==> src/rtl/wishbone_rr_arbiter.sv <==
// Round-robin arbiter sharing one Wishbone slave among NUM_M masters, with a
// watchdog that aborts a cycle whose STB waits too long and flags ERR.
module wishbone_rr_arbiter_slot #(
  parameter int DW = 8,
  parameter int AW = 8,
  parameter int SW = 3
) (
  input  logic          en,
  input  logic          abort,
  input  logic          cyc,
  input  logic          stb,
  input  logic          we,
  input  logic [AW-1:0] adr,
  input  logic [DW-1:0] dat,
  input  logic [SW-1:0] sel,
  input  logic          s_ack,
  output logic          fwd_cyc,
  output logic          fwd_stb,
  output logic          fwd_we,
  output logic [AW-1:0] fwd_adr,
  output logic [DW-1:0] fwd_dat,
  output logic [SW-1:0] fwd_sel,
  output logic          ack,
  output logic          err
);
  // Fields are zeroed unless this master holds the bus, so the top can OR-merge.
  assign fwd_cyc = en & cyc;
  assign fwd_stb = en & cyc & stb;
  assign fwd_we  = en & we;
  assign fwd_adr = en ? adr : '0;
  assign fwd_dat = en ? dat : '0;
  assign fwd_sel = en ? sel : '0;
  assign ack     = fwd_stb & s_ack;
  assign err     = abort;
endmodule

module wishbone_rr_arbiter #(
  parameter int NUM_M   = 4,
  parameter int DW      = 8,
  parameter int AW      = 8,
  parameter int SW      = 3,
  parameter int TIMEOUT = 16
) (
  input  logic                CLK_I,
  input  logic                RST_I,
  input  logic [NUM_M-1:0]    M_CYC_I,
  input  logic [NUM_M-1:0]    M_STB_I,
  input  logic [NUM_M-1:0]    M_WE_I,
  input  logic [NUM_M*AW-1:0] M_ADR_I,
  input  logic [NUM_M*DW-1:0] M_DATA_I,
  input  logic [NUM_M*SW-1:0] M_SEL_I,
  output logic [DW-1:0]       M_DATA_O,
  output logic [NUM_M-1:0]    M_ACK_O,
  output logic [NUM_M-1:0]    M_ERR_O,
  output logic                S_CYC_O,
  output logic                S_STB_O,
  output logic                S_WE_O,
  output logic [AW-1:0]       S_ADR_O,
  output logic [DW-1:0]       S_DATA_O,
  output logic [SW-1:0]       S_SEL_O,
  input  logic [DW-1:0]       S_DATA_I,
  input  logic                S_ACK_I,
  output logic [NUM_M-1:0]    GNT_O
);
  localparam int LW = $clog2(NUM_M);
  localparam int CW = $clog2(TIMEOUT + 1);

  typedef enum logic [1:0] {IDLE, BUSY, ABORT} state_t;

  typedef struct packed {
    logic          cyc;
    logic          stb;
    logic          we;
    logic [AW-1:0] adr;
    logic [DW-1:0] dat;
    logic [SW-1:0] sel;
  } req_t;

  state_t                   state, state_nxt;
  logic [NUM_M-1:0]         gnt, gnt_nxt;
  logic [LW-1:0]            last, last_nxt, owner, pick;
  logic [CW-1:0]            wd, wd_nxt;
  logic                     found;
  int                       idx;
  logic                     busy, aborting;
  logic [NUM_M-1:0]         fwd_cyc, fwd_stb, fwd_we;
  logic [NUM_M-1:0][AW-1:0] fwd_adr;
  logic [NUM_M-1:0][DW-1:0] fwd_dat;
  logic [NUM_M-1:0][SW-1:0] fwd_sel;
  req_t                     req;

  assign busy     = (state == BUSY);
  assign aborting = (state == ABORT);

  for (genvar i = 0; i < NUM_M; i++) begin : g_slot
    wishbone_rr_arbiter_slot #(.DW(DW), .AW(AW), .SW(SW)) u_slot (
      .en      (gnt[i] & busy),
      .abort   (gnt[i] & aborting),
      .cyc     (M_CYC_I[i]),
      .stb     (M_STB_I[i]),
      .we      (M_WE_I[i]),
      .adr     (M_ADR_I[i*AW +: AW]),
      .dat     (M_DATA_I[i*DW +: DW]),
      .sel     (M_SEL_I[i*SW +: SW]),
      .s_ack   (S_ACK_I),
      .fwd_cyc (fwd_cyc[i]),
      .fwd_stb (fwd_stb[i]),
      .fwd_we  (fwd_we[i]),
      .fwd_adr (fwd_adr[i]),
      .fwd_dat (fwd_dat[i]),
      .fwd_sel (fwd_sel[i]),
      .ack     (M_ACK_O[i]),
      .err     (M_ERR_O[i])
    );
  end

  always_comb begin
    req = '0;
    for (int i = 0; i < NUM_M; i++) begin
      req.cyc = req.cyc | fwd_cyc[i];
      req.stb = req.stb | fwd_stb[i];
      req.we  = req.we  | fwd_we[i];
      req.adr = req.adr | fwd_adr[i];
      req.dat = req.dat | fwd_dat[i];
      req.sel = req.sel | fwd_sel[i];
    end
  end

  assign S_CYC_O  = req.cyc;
  assign S_STB_O  = req.stb;
  assign S_WE_O   = req.we;
  assign S_ADR_O  = req.adr;
  assign S_DATA_O = req.dat;
  assign S_SEL_O  = req.sel;
  assign M_DATA_O = S_DATA_I;
  assign GNT_O    = gnt;

  // First requester after the last holder, wrapping past NUM_M-1.
  always_comb begin
    pick  = last;
    found = 1'b0;
    idx   = 0;
    for (int k = 1; k <= NUM_M; k++) begin
      idx = (int'(last) + k) % NUM_M;
      if (!found && M_CYC_I[LW'(idx)]) begin
        found = 1'b1;
        pick  = LW'(idx);
      end
    end
  end

  always_comb begin
    owner = '0;
    for (int i = 0; i < NUM_M; i++)
      if (gnt[i]) owner = LW'(i);
  end

  // The ABORT cycle itself is the TIMEOUT-th wait cycle, so BUSY leaves
  // after TIMEOUT-1 consecutive STB-without-ACK cycles.
  always_comb begin
    state_nxt = state;
    gnt_nxt   = gnt;
    last_nxt  = last;
    wd_nxt    = wd;
    unique case (state)
      IDLE: begin
        wd_nxt = '0;
        if (|M_CYC_I) begin
          gnt_nxt   = NUM_M'(1) << pick;
          state_nxt = BUSY;
        end
      end
      BUSY: begin
        if (!req.cyc) begin
          last_nxt  = owner;
          gnt_nxt   = '0;
          wd_nxt    = '0;
          state_nxt = IDLE;
        end else if (req.stb && !S_ACK_I) begin
          if (wd == CW'(TIMEOUT - 2)) state_nxt = ABORT;
          else                        wd_nxt    = wd + CW'(1);
        end else begin
          wd_nxt = '0;
        end
      end
      ABORT: begin
        last_nxt  = owner;
        gnt_nxt   = '0;
        wd_nxt    = '0;
        state_nxt = IDLE;
      end
      default: state_nxt = IDLE;
    endcase
  end

  always_ff @(posedge CLK_I) begin
    if (RST_I) begin
      state <= IDLE;
      gnt   <= '0;
      last  <= LW'(NUM_M - 1);
      wd    <= '0;
    end else begin
      state <= state_nxt;
      gnt   <= gnt_nxt;
      last  <= last_nxt;
      wd    <= wd_nxt;
    end
  end
endmodule

==> config.mk <==
export PLATFORM = sky130hd
export DESIGN_NAME = wishbone_rr_arbiter
export DESIGN_NICKNAME = d
export VERILOG_FILES = /design/src/rtl/wishbone_rr_arbiter.sv
export SDC_FILE = /design/constraint.sdc
export NUM_CORES = 1
export LEC_CHECK = 0
export CAP_MARGIN = 20
export CORE_MARGIN = 3
export CORE_UTILIZATION = 28
export CTS_BUF_LIST = sky130_fd_sc_hd__clkbuf_2
export DETAILED_ROUTE_END_ITERATION = 7
export HOLD_SLACK_MARGIN = 0.12
export PLACE_DENSITY = 0.79
export RECOVER_POWER = 100
export SETUP_SLACK_MARGIN = 0.3
export SLEW_MARGIN = 15
export SYNTH_ARGS = -nofsm -noshare
export SYNTH_HDL_FRONTEND = slang
export SYNTH_SLANG_ARGS = --single-unit
==> constraint.sdc <==
create_clock -name CLK_I -period 1.75 [get_ports CLK_I]
set_input_delay 0.2625 -clock CLK_I [delete_from_list [all_inputs] [get_ports CLK_I]]
set_output_delay 0.2625 -clock CLK_I [all_outputs]
set_load 0.005 [all_outputs]
-- After elaboration in Yosys (flattened, before gate mapping)
Index checks and enable logic that the tools add are counted.
W data, S select, Z words.
- bits in latches: 0
- output and inout port bits: 42
- register bits after elaboration: 13
- ROM bits: 0
- memories: 0
- word-level logic and storage cells: 130
- bits of input ports: 99
- bits in writable memories: 0
- shift-type cells: 1
- equality and inequality tests: 8
- order comparisons: 4
- muxes and demuxes: 48
- divide/modulo/power cells: 0
- $add $sub $neg: 5
- reductions and logical operators: 18
- multipliers: 0
- bitwise gates (word level): 42
- operators by type and width (kind ; count):
    $mux W8 ; 8
    $or A8 B8 Y8 ; 6
    $and A1 B1 Y1 ; 24
    $mux W2 ; 11
    $lt A2 B4 Y1 const B ; 4
    $mux W5 ; 3
    $mux W1 ; 12
    $mux W3 ; 4
    $pmux W4 S3 ; 1
    $pmux W5 S2 ; 1
    $or A1 B1 Y1 ; 9
    $or A3 B3 Y3 ; 3
    $bmux W1 S2 ; 4
    $mux W4 ; 2
    $pmux W2 S2 ; 2
    $ne A3 B2 Y1 const B ; 2
    $reduce_and A3 Y1 ; 2
    $add A5 B1 Y5 const B ; 1
    $eq A5 B4 Y1 const B ; 1
    $add A2 B1 Y2 const B ; 2
    $add A2 B2 Y2 const B ; 2
    $logic_and A1 B1 Y1 ; 4
    $logic_not A1 Y1 ; 4
    $ne A2 B2 Y1 const B ; 2
    10 further kinds ; 12

-- Depth between registers and ports, before layout
- depth after elaboration: 17
- depth in mapped cells: 8
- mapped depth without buffers: 6

-- By module
A second synthesis with hierarchy kept.
- cell total of the unflattened synthesis: 239
- area, all modules: 1945.6 sq um
- modules (own cells, without submodules) (module ; cells each ; instances ; sequential area each (sq um) ; area each (sq um)):
    wishbone_rr_arbiter ; 135 ; 1 ; 260.2 ; 1154.9
    wishbone_rr_arbiter_slot ; 26 ; 4 ; 0.0 ; 197.7

-- Worst setup path before layout
No wires, ideal clock.
- path type: reg-to-reg
- start: register state[0]
- end: register gnt[0] (netlist: GNT_O[0])
- data arrival time: 1.581 ns
- required time: 1.649 ns
- clock period less this slack: 1.682 ns
- path slack: 0.068 ns
- library setup time: 0.101 ns
- stages on the path, launching flop included: 6
- buffers on the path: 0
- path through: dfxtp_1 inv_1 ha_1 a31o_2 or4_1 o41ai_1
- cells in the longest elaborated chain, start to end: 8
- elaborated cells between the ends (all ways): 19
- classes of those cells: eq/ne: 4; mux: 1; bitwise: 11; reduce/logical: 3
- RTL lines (what ; line ; source):
    start: declaration ; 79 ; state_t state, state_nxt;
    start signal: assignment ; 203 ; state <= state_nxt;
    $eq A2 B1 Y1 ; 92, 165 ;
    $and A1 B1 Y1 ; 97 ; .en (gnt[i] & busy),
    $and A1 B1 Y1 ; 27 ; assign fwd_cyc = en & cyc;
    $or A1 B1 Y1 (3 in a row) ; 120 ; req.cyc = req.cyc | fwd_cyc[i];
    $ne A2 B2 Y1 (no source line) ; - ;
    $reduce_and A3 Y1 (no source line) ; - ;
    end signal: assignment ; 204 ; gnt <= gnt_nxt;
    end: declaration ; 80 ; logic [NUM_M-1:0] gnt, gnt_nxt;
Several ways; a longest one is shown, not always the timed one.
A chain may end at the register's enable or synchronous reset.

-- Worst setup path after layout
- start: register state[1]
- end: output S_ADR_O[6]
- cells in the longest elaborated chain, start to end: 6
- elaborated cells between the ends (all ways): 12
- classes of those cells: eq/ne: 1; mux: 4; bitwise: 7
- RTL lines (what ; line ; source):
    $eq A2 B1 Y1 * ; 92 ; assign busy = (state == BUSY);
    $and A1 B1 Y1 ; 97 ;
    $mux W8 ; 30 ; assign fwd_adr = en ? adr : '0;
    $or A8 B8 Y8 (2 in a row) ; 123 ; req.adr = req.adr | fwd_adr[i];
    $or A8 B8 Y8 * ; 123 ;
    end: declaration ; 58 ; output logic [AW-1:0] S_ADR_O,
Every way passes the cells marked *; elsewhere a longest branch is shown, timed or not.

==> results_dict.tcl <==
set metrics [dict create \
    clk_latency_ps 300 \
    placed_cells 397 \
    period_needed_ps 1870 \
    skew_ps 0.581 \
    first_iter_violations 109 \
    setup_violations 27 \
    synthesis.nets 311 \
    cts_tree "done" \
    critPathRequiredTime_ps 1490 \
    cts_max_path_buffers 2 \
    die_w_um 78.8 \
    switchingPower_uw 464 \
    combPwrFrac_pct 60.8 \
    crit_buf_inv 3 \
    reg2reg_slack_ps -60 \
    crit_path_max_incr_delay_ps 360 \
    power_frac_clock_pct 12.7 \
    leakage_nw 1.46 \
    vias 2328 \
    violations "setup timing" \
    htreeDepth 1 \
    hpwlAfterDp_mm 5.52 \
    synth_top_area_share_pct 20.2 \
    crit_arrival_ps 1610 \
    die_area_um2 6210 \
    start_kind "flop" \
    irDropWorstVdd_mv 0.409 \
    syn_avg_cell_area_um2 7.21 \
    root_buffer "clkbuf_2" \
    tightestPinTransition_ps 572 \
    nets 463 \
    drive_above_1_share_pct 47.3 \
    cts_buffers 3 \
    slowest_stage "dfxtp_2" \
    grt_usage_pct 24.1 \
    synth_cell_types 45 \
    placementRows 25 \
    antenna_found_initial 0 \
    relSlewSlack_pct 61.5 \
    synth_area_um2 1490 \
    pwr-share-seq_pct 26.5 \
    synth_ff_type "dfxtp_1" \
    cts_sinks 13 \
    synth_largest_area_cell "a22oi_1" \
    netSwitchingFraction_pct 35.5 \
    wire_per_inst_um 19.4 \
    io_pins 141 \
    setup_slack_ps -119 \
    finalHoldViolations 0 \
    port_buffers 124 \
    n_antenna_cell 0 \
    ys_seq_area_share_pct 17.5 \
    cp-end-kind "primary output" \
    rsz0062_at_grt "yes" \
    ant_nets 0 \
    min_path_type "flop to flop" \
    final_cells 424 \
    grt.overflow.total 0 \
    drv_cap 0 \
    drc_errors 0 \
    synth_edf_count 0 \
    power_density_nw_per_um2 374 \
    drt-pass1-iter-count 4 \
    fmax_mhz 535 \
    cts.clk_slew.worst_paths_ps 140 \
    syn2layout_area_growth_pct 135 \
    gp_congestion 0.938 \
    layout_commonest_cell "clkdlybuf4s50_1" \
    ys_seq_elements 13 \
    power.total_mw 1.31 \
    die-height_um 78.8 \
    hold_ws_ps 500 \
    first_global_vias 2269 \
    status "finished, violations left" \
    initial_utilization_pct 30.2 \
    wirelength_mm 8.23 \
    vias_per_cell 5.49 \
    yosys_warnings 0 \
    final_cell_mix "clkdlybuf4s50_1 (88), a22oi_2 (36), buf_4 (30)" \
    async_flop_share_pct 0 \
    crit_family "flip-flops" \
    internal-power_uw 842 \
    core_um2 4910 \
    fin_crit_sh_pct 107 \
    criticalPathCategory "flop to primary output" \
    grt_max_degree 21 \
    netlist_top_cells_area "a22oi_1 (20%), dfxtp_1 (18%), buf_4 (8.1%)" \
    syn_inst 206 \
    path_max_fanout 10 \
    grt_pass1_wl_mm 12.1 \
    drv_slew 0 \
    path_cells "inv_2, ha_4, and2_4, buf_12, a22oi_2, nand2_1, buf_2" \
]
-- repair_timing --
item | CTS | global route
hold buffers | 0 | 0
gates cloned | 4 | 0
gates resized for setup | 195 | 27
pin swaps | 52 | 14
buffers inserted | 14 | 5
setup endpoints to repair | 45 | 43
-- worst register-to-register path, cell delays in order, from the launching register on --
cell and delay, ps:
dfxtp_2 350, inv_2 70, ha_4 160, buf_6 120
nand4_1 120, buf_4 180, buf_6 110, a41oi_2 130
buf_6 170, a21oi_2 60, o221a_1 240
-- layout make-up --
| type | count | area, um2 |
|---|---|---|
| Clock buffer | 3 | 15.0 |
| Tap cell | 67 | 83.8 |
| Multi-Input combinational cell | 155 | 1390 |
| Timing Repair Buffer | 175 | 1680 |
| Sequential cell | 13 | 275 |
| Inverter | 10 | 42.5 |
| Clock inverter | 1 | 5.00 |
| Fill cell | 343 | 1420 |
-- cells in the mapped netlist (2+ instances only) --
cell type  count
a21o_1         2
a21oi_1       10
a22o_1         2
a22oi_1       40
and2_1         9
buf_2          2
buf_4         16
clkbuf_1      10
dfxtp_1       13
ha_1           6
inv_1          9
nand2_1       25
nand3_1        4
nand4_1        6
nor2_1        12
nor3_1         4
o211ai_1       3
o21ai_1        3
o32ai_1        3
o41ai_1        2
-- power by group through the flow --
stage / Sequential, mW / Clock, mW / Combinational (mW)
floorplan: 0.346 / 0 / 0.246
global placement: 0.347 / 0 / 0.649
detailed placement: 0.348 / 0 / 0.661
CTS: 0.342 / 0.164 / 0.724
global route: 0.348 / 0.180 / 0.839
finish: 0.346 / 0.166 / 0.794
-- metrics by stage --
stage | setup TNS [ps] | util, % | cell area (um2) | worst slack [ps]
2_1_floorplan | 0 | - | 1610 | 151
3_3_place_gp | -3940 | 60.4 | 2970 | -234
3_5_place_dp | -4790 | 60.4 | 2970 | -289
4_1_cts | -2090 | 67.7 | 3320 | -121
5_1_grt | -4470 | 71.1 | 3490 | -195
6_report | -1980 | 71.1 | 3490 | -119
-- logic make-up (layout without fill, tap and decap cells) --
| group | Yosys count | count (layout) | synth area share [%] |
|---|---|---|---|
| AOI/OAI and AO/OA | 76 | 76 | 38.2 |
| and+or+nand+nor | 72 | 72 | 24.7 |
| DFF | 13 | 13 | 17.5 |
| adders and majority gates | 6 | 6 | 5.05 |
| muxes | 1 | 1 | 0.674 |
| buffers and inverters | 38 | 189 | 13.8 |
-- state kept, by name, indices dropped and copies added, names as in the netlist --
signal and flops:
last 2, state 2, GNT_O 4, wd 5
-- metal layers --
| layer | part of all wire, % | track usage (%) | vias up | wire length (um) |
|---|---|---|---|---|
| met5 | 0 | 0 | - | 0 |
| met4 | 0.86 | 3.09 | 0 | 71 |
| met3 | 11 | 6.24 | 9 | 874 |
| met2 | 52 | 46.1 | 147 | 4240 |
| met1 | 37 | 27.4 | 1104 | 3040 |
| li1 | - | - | 1068 | - |
-- path summary, 6_finish.rpt --
| path | from | end | depth (start not counted) |
|---|---|---|---|
| setup / recovery | state[1]$_SDFFE_PP0P_ | S_ADR_O[6] | 7 |
| hold reg to reg | wd[0]$_SDFFE_PP0P_ | wd[0]$_SDFFE_PP0P_ | 1 |
| setup reg to reg | state[1]$_SDFFE_PP0P_ | state[0]$_SDFFE_PP0P_ | 10 |
| hold / removal | wd[0]$_SDFFE_PP0P_ | wd[0]$_SDFFE_PP0P_ | 1 |
(Power assumes the default switching activity.)
